File: config.mk
export PLATFORM = sky130hd
export DESIGN_NAME = bcd_7seg_scan_driver
export DESIGN_NICKNAME = d
export VERILOG_FILES = /design/src/rtl/seg7_pkg.sv /design/src/rtl/bcd_7seg_scan_driver_bcd_to_seg7.sv /design/src/rtl/bcd_7seg_scan_driver.sv
export SDC_FILE = /design/constraint.sdc
export NUM_CORES = 1
export LEC_CHECK = 0
export ABC_AREA = 1
export CAP_MARGIN = 20
export CORE_MARGIN = 1
export CORE_UTILIZATION = 25
export CTS_BUF_LIST = sky130_fd_sc_hd__clkbuf_8
export CTS_CLUSTER_DIAMETER = 60
export DETAILED_ROUTE_END_ITERATION = 16
export MAX_ROUTING_LAYER = met4
export SETUP_SLACK_MARGIN = 0.4
export SYNTH_ARGS = -nofsm -noshare
export SYNTH_HDL_FRONTEND = slang
export SYNTH_SLANG_ARGS = --single-unit
File: constraint.sdc
create_clock -name clk -period 2.66 [get_ports clk]
set_input_delay 0.399 -clock clk [delete_from_list [all_inputs] [get_ports clk]]
set_output_delay 0.399 -clock clk [all_outputs]
set_load 0.02 [all_outputs]
File: src/rtl/seg7_pkg.sv
// ---------------------------------------------------------------------------
// seg7_pkg
//  Shared constants for the common-anode 7-segment display path.
//  Segment patterns are active-low and ordered {g,f,e,d,c,b,a}.
//  No ports (package).
// ---------------------------------------------------------------------------
package seg7_pkg;

    localparam logic [6:0] SEG_0     = 7'h40;
    localparam logic [6:0] SEG_1     = 7'h79;
    localparam logic [6:0] SEG_2     = 7'h24;
    localparam logic [6:0] SEG_3     = 7'h30;
    localparam logic [6:0] SEG_4     = 7'h19;
    localparam logic [6:0] SEG_5     = 7'h12;
    localparam logic [6:0] SEG_6     = 7'h02;
    localparam logic [6:0] SEG_7     = 7'h78;
    localparam logic [6:0] SEG_8     = 7'h00;
    localparam logic [6:0] SEG_9     = 7'h10;
    // Only segment g lit: marks a non-BCD code (A..F) on the display.
    localparam logic [6:0] SEG_DASH  = 7'h3F;
    localparam logic [6:0] SEG_BLANK = 7'h7F;

endpackage : seg7_pkg

File: src/rtl/bcd_7seg_scan_driver_bcd_to_seg7.sv
// ---------------------------------------------------------------------------
// bcd_to_seg7
//  Combinational 4-bit code -> active-low 7-segment pattern.
//  Ports:
//    code  in  4  BCD digit; values A..F decode to a dash
//    seg   out 7  {g,f,e,d,c,b,a}, active-low
// ---------------------------------------------------------------------------
module bcd_to_seg7
    import seg7_pkg::*;
(
    input  logic [3:0] code,
    output logic [6:0] seg
);

    always_comb begin
        seg = SEG_DASH;
        case (code)
            4'd0:    seg = SEG_0;
            4'd1:    seg = SEG_1;
            4'd2:    seg = SEG_2;
            4'd3:    seg = SEG_3;
            4'd4:    seg = SEG_4;
            4'd5:    seg = SEG_5;
            4'd6:    seg = SEG_6;
            4'd7:    seg = SEG_7;
            4'd8:    seg = SEG_8;
            4'd9:    seg = SEG_9;
            default: seg = SEG_DASH;
        endcase
    end

endmodule : bcd_to_seg7

File: src/rtl/bcd_7seg_scan_driver.sv
// ---------------------------------------------------------------------------
// bcd_7seg_scan_driver
//  Time-multiplexes NUM_DIGITS packed BCD digits (plus decimal points) onto
//  a common-anode 7-segment display, one anode at a time. New values are
//  captured into a stage buffer and copied to the displayed shadow buffer
//  only at a frame boundary, so a frame never shows a mix of old and new.
//
//  Optional build macro:
//    LEADING_ZERO_BLANK_EN  blank zero digits above the most significant
//                           nonzero digit (a set dp counts as significant);
//                           digit 0 is always shown.
//
//  Ports:
//    clk         in   1             system clock, rising edge
//    rst_n       in   1             asynchronous, active-low reset
//    en          in   1             1 = scan/display, 0 = blank and freeze
//    digits_i    in   4*NUM_DIGITS  BCD digits, digit 0 in bits [3:0]
//    dp_i        in   NUM_DIGITS    decimal point request, active-high
//    update_i    in   1             capture digits_i/dp_i for display
//    an          out  NUM_DIGITS    anodes, active-low, registered
//    seg         out  7             {g,f,e,d,c,b,a}, active-low, registered
//    dp          out  1             decimal point, active-low, registered
//    frame_done  out  1             pulse on the wrap tick (last digit -> 0)
// ---------------------------------------------------------------------------
module bcd_7seg_scan_driver
    import seg7_pkg::*;
#(
    parameter int NUM_DIGITS  = 8,
    parameter int REFRESH_DIV = 100000
) (
    input  logic                    clk,
    input  logic                    rst_n,
    input  logic                    en,
    input  logic [4*NUM_DIGITS-1:0] digits_i,
    input  logic [NUM_DIGITS-1:0]   dp_i,
    input  logic                    update_i,
    output logic [NUM_DIGITS-1:0]   an,
    output logic [6:0]              seg,
    output logic                    dp,
    output logic                    frame_done
);

    localparam int PW = (REFRESH_DIV > 1) ? $clog2(REFRESH_DIV) : 1;
    localparam int IW = $clog2(NUM_DIGITS);
    localparam logic [PW-1:0]         PRESC_LAST = PW'(REFRESH_DIV - 1);
    localparam logic [IW-1:0]         IDX_LAST   = IW'(NUM_DIGITS - 1);
    localparam logic [NUM_DIGITS-1:0] AN_ONE     = NUM_DIGITS'(1);

    logic [PW-1:0]           presc_p0;
    logic [IW-1:0]           idx_p0;
    logic                    tick;
    logic                    wrap;

    logic [4*NUM_DIGITS-1:0] stage_dig;
    logic [NUM_DIGITS-1:0]   stage_dp;
    logic [4*NUM_DIGITS-1:0] shadow_dig;
    logic [NUM_DIGITS-1:0]   shadow_dp;
    logic                    pending;

    logic [3:0]              cur_code;
    logic                    cur_dp;
    logic [6:0]              cur_seg;
    logic [NUM_DIGITS-1:0]   lead_blank;

    // A tick only exists while enabled, so a disabled scan freezes in place.
    assign tick       = en && (presc_p0 == PRESC_LAST);
    assign wrap       = tick && (idx_p0 == IDX_LAST);
    assign frame_done = wrap;

    // ---- stage p0: prescaler and scan index ----
    always_ff @(posedge clk or negedge rst_n) begin
        if (!rst_n) begin
            presc_p0 <= '0;
            idx_p0   <= '0;
        end else if (en) begin
            if (tick) begin
                presc_p0 <= '0;
                idx_p0   <= wrap ? '0 : idx_p0 + IW'(1);
            end else begin
                presc_p0 <= presc_p0 + PW'(1);
            end
        end
    end

    // Stage/shadow double buffer. An update landing exactly on the boundary
    // goes straight to the shadow so it is not held back a whole frame.
    always_ff @(posedge clk or negedge rst_n) begin
        if (!rst_n) begin
            stage_dig  <= '0;
            stage_dp   <= '0;
            shadow_dig <= '0;
            shadow_dp  <= '0;
            pending    <= 1'b0;
        end else if (update_i) begin
            stage_dig <= digits_i;
            stage_dp  <= dp_i;
            if (wrap) begin
                shadow_dig <= digits_i;
                shadow_dp  <= dp_i;
                pending    <= 1'b0;
            end else begin
                pending    <= 1'b1;
            end
        end else if (wrap && pending) begin
            shadow_dig <= stage_dig;
            shadow_dp  <= stage_dp;
            pending    <= 1'b0;
        end
    end

    assign cur_code = shadow_dig[4*idx_p0 +: 4];
    assign cur_dp   = shadow_dp[idx_p0];

    bcd_to_seg7 u_dec (
        .code (cur_code),
        .seg  (cur_seg)
    );

`ifdef LEADING_ZERO_BLANK_EN
    // Walk from the top digit down; everything above the first significant
    // digit (nonzero code or dp set) is blanked. Digit 0 is never examined.
    logic seen;
    always_comb begin
        lead_blank = '0;
        seen       = 1'b0;
        for (int k = NUM_DIGITS - 1; k > 0; k--) begin
            if ((shadow_dig[4*k +: 4] != 4'd0) || shadow_dp[k])
                seen = 1'b1;
            lead_blank[k] = ~seen;
        end
    end
`else
    assign lead_blank = '0;
`endif

    // ---- stage p1: registered pin drive ----
    always_ff @(posedge clk or negedge rst_n) begin
        if (!rst_n) begin
            an  <= '1;
            seg <= SEG_BLANK;
            dp  <= 1'b1;
        end else if (!en || lead_blank[idx_p0]) begin
            an  <= '1;
            seg <= SEG_BLANK;
            dp  <= 1'b1;
        end else begin
            an  <= ~(AN_ONE << idx_p0);
            seg <= cur_seg;
            dp  <= ~cur_dp;
        end
    end

endmodule : bcd_7seg_scan_driver

==> qor.csv <==
stage;metric;value;unit
cts;clk_latency;0.44;ns
timing;final-hold-violation-count;0;
timing;fin_crit;2.108;ns
worst_setup_path;path_class;register to output port;
placement;dp_cells;1007;
logic_synthesis;synth-edff-count;0;
logic_synthesis;syn_area;5564;µm²
logic_synthesis;synth-seq-cells;117;
cts;cts_max_level;4;
floorplanning;core_area;21820;µm²
floorplanning;start_util;25.50;%
worst_setup_path;crit_required;2.26;ns
logic_synthesis;syn_nets;742;
power;cellPowerDensity;600.1;nW/µm²
logic_synthesis;async_flop_share;100.0;%
worst_setup_path;slowest_stage;dfrtp_1;
worst_setup_path;cpMostUsedCell;nand4_1;
drt;wl_per_cell;12.99;µm
drt;drc;0;
outcome;outcome;completed;
floorplanning;boundaryPins;61;
worst_setup_path;crit_buf_inv;2;
worst_setup_path;start_kind;register;
logic_synthesis;yosysWarnings;0;
drt;ant_nets;0;
hold_path;hold_class;register to register;
cts;ctsRootBufferMaster;clkbuf_8;
grt;grt_pass1_wl;22.78;mm
worst_setup_path;path_cells;inv_2, nand4_1, nor2_2, nand4_1, nor2_1, buf_2;
floorplanning;rows;54;
logic_synthesis;ys_seq_area_share;52.98;%
cts;cts_made_buffers;17;
grt;grt.total_usage;13.34;%
cts;cts_max_path_buffers;2;
cts;cts_tree;yes;
layout;nets;804;
run;maxCapViolations;0;
cts;numClockSinks;117;
timing;setup_viol_count_final;0;
worst_setup_path;crit_arrival;1.71;ns
power;leakagePower;3.462;nW
power;ir_worst_vdd;0.2736;mV
placement;dpl-instance-area;6461;µm²
logic_synthesis;synth_cell_type_count;29;
drt;first_pass_iters;4;
layout;final_cell_mix;nand2_1 (294), dfrtp_1 (100), clkdlybuf4s50_1 (58), inv_1 (55), nand4_1 (48);
placement;place.gp.congestion;0.8541;
floorplanning;die_area;22860;µm²
logic_synthesis;synth_flop_cell;dfrtp_1;
timing;rsz0062_at_grt;true;
timing;skew;0.01138;ns
floorplanning;die_w;151.2;µm
worst_setup_path;critPathMaxFanout;9;
timing;final.setup.tns;0;ns
timing;fmaxAchievable;474.4;MHz
timing;worst_pin_slew;0.5352;ns
layout;register_area;2949;µm²
worst_setup_path;endpoint_kind;output port;
worst_setup_path;slowest_delay;0.41;ns
grt;overflow;0;
timing;finalMaxSlewViolations;0;
layout;antenna_cells;0;
grt;antenna_found_initial;0;
layout;num-fill-cells;2312;
worst_setup_path;cpLargestDelayFamily;simple AND/OR/NAND/NOR gates;
placement;io_buffers;60;
cts;clk_pin_slew;0.07;ns
placement;place.detailed.hpwl;9.373;mm
timing;layout_worst_path_cycle_share;79.25;%
logic_synthesis;avgSynthCellArea;8.111;µm²
timing;slew_headroom;64.32;%
layout;final_common_cell;nand2_1;
drt;wl;13.52;mm
layout;syn2layout_area_growth;24.31;%
layout;multiInputGateArea;2228;µm²
layout;final_cells;1041;
drt;drt_iter0_drc;316;
layout;postLayoutCellArea;6917;µm²
grt;grt_start_max_net_pins;44;
drt;vias;4555;
grt;grt_pass1_vias;4516;
logic_synthesis;postSynthCellCount;686;
drt;vias_per_cell;4.376;
layout;drive_gt1_share;10.78;%
cts;post-cts-setup-buffers;0;
floorplanning;die-height;151.2;µm
## synthesized netlist by cell type (2+ instances only)
cell        n  area (µm²)
o22ai_1     2       12.51
nor4_1      2       12.51
inv_1      53       198.9
o21ai_0    16       80.08
nor2_1     25       93.84
nand3_1    46       230.2
clkbuf_1   20       75.07
dfrtp_1   101        2527
nand2_2     2       12.51
nand2_1   294        1104
buf_2       6       30.03
buf_6       4       45.04
xor2_1      6       52.55
nand4_1    48       300.3
ha_1       12       150.1
buf_4       6       45.04
inv_2       4       15.01
a21oi_1     6       30.03
dfstp_2    16       420.4
nor3_1      8       40.04
## logic make-up after synthesis
group                      synth area share (%)
adders and majority gates                 2.698
xor gates and xnor gates                 0.9444
DFF                                       52.98
AOI/OAI and AO/OA                         2.429
buffers and inverters                     7.420
and+or+nand+nor                           33.53
## registers in the layout, indices dropped and copies added, names as in the netlist
signal,flops
dp,1
presc_p0,17
shadow_dig,32
stage_dig,32
pending,1
seg,7
stage_dp,8
shadow_dp,8
idx_p0,3
an,8
## final timing paths
| path | endpoint | from | slack (ns) | depth (start not counted) |
|---|---|---|---|---|
| max in group asynchronous | dp | rst_n | 1.44 | 3 |
| max reg2reg | seg[5] | idx_p0[0] | 0.62 | 13 |
| min reg2reg | shadow_dig[11] | shadow_dig[11] | 0.47 | 2 |
| min in group asynchronous | stage_dig[25] | rst_n | 0.49 | 2 |
| min | shadow_dig[11] | shadow_dig[11] | 0.47 | 2 |
| max | frame_done | presc_p0[5] | 0.55 | 6 |
## stage by stage
stage | util (%) | power [mW] | hold WS, ns | setup WS, ns
2_1_floorplan | - | 2.243 | 0.1034 | 0.8295
3_3_place_gp | 29.61 | 2.430 | 0.4294 | 0.2813
3_5_place_dp | 29.61 | 2.437 | 0.4330 | 0.2753
4_1_cts | 31.62 | 4.190 | 0.4760 | 0.4059
5_1_grt | 31.69 | 4.346 | 0.4918 | 0.3599
6_report | 31.69 | 4.150 | 0.4725 | 0.5520
## power by group
group          switching, mW  leakage [nW]  total (mW)  internal, mW
Combinational          0.250          1.78       0.415         0.165
Sequential            0.0948          1.46        2.00          1.90
Clock                  0.725         0.225        1.74          1.01
## area by class of cell
cell class / count / share of cell area, %
clock inverter: 11 / 1.918
timing repair buffer: 79 / 10.85
inverter: 57 / 3.130
clock buffer: 21 / 4.179
multi-input combinational: 476 / 32.22
sequential: 117 / 42.64
tap: 280 / 5.065
## what timing repair did
item	4_1_cts	5_1_grt
hold endpoints to repair	27	0
cloned	0	1
pin swaps	0	1
endpoints found under the setup margin	1	29
resized for setup	6	5
hold buffers	1	0
## worst register-to-register path, cell delays in order (launching register included)
cell and delay [ns]:
dfrtp_1 0.40, buf_4 0.20, inv_4 0.20, nand2_1 0.08, nand3_1 0.08, nand2_1 0.09
o21ai_0 0.18, buf_4 0.18, inv_1 0.06, ha_1 0.17, inv_1 0.05, nand3_1 0.10
nand3_1 0.11, nand3_1 0.07
## per-layer routing
metal  GRT usage, %  part of all wire, %
met1          17.54                   49
met2          20.39                   45
met3          3.133                  4.4
met4          3.800                  1.1
met5              -                    0
Power figures use the tool's default switching activity.
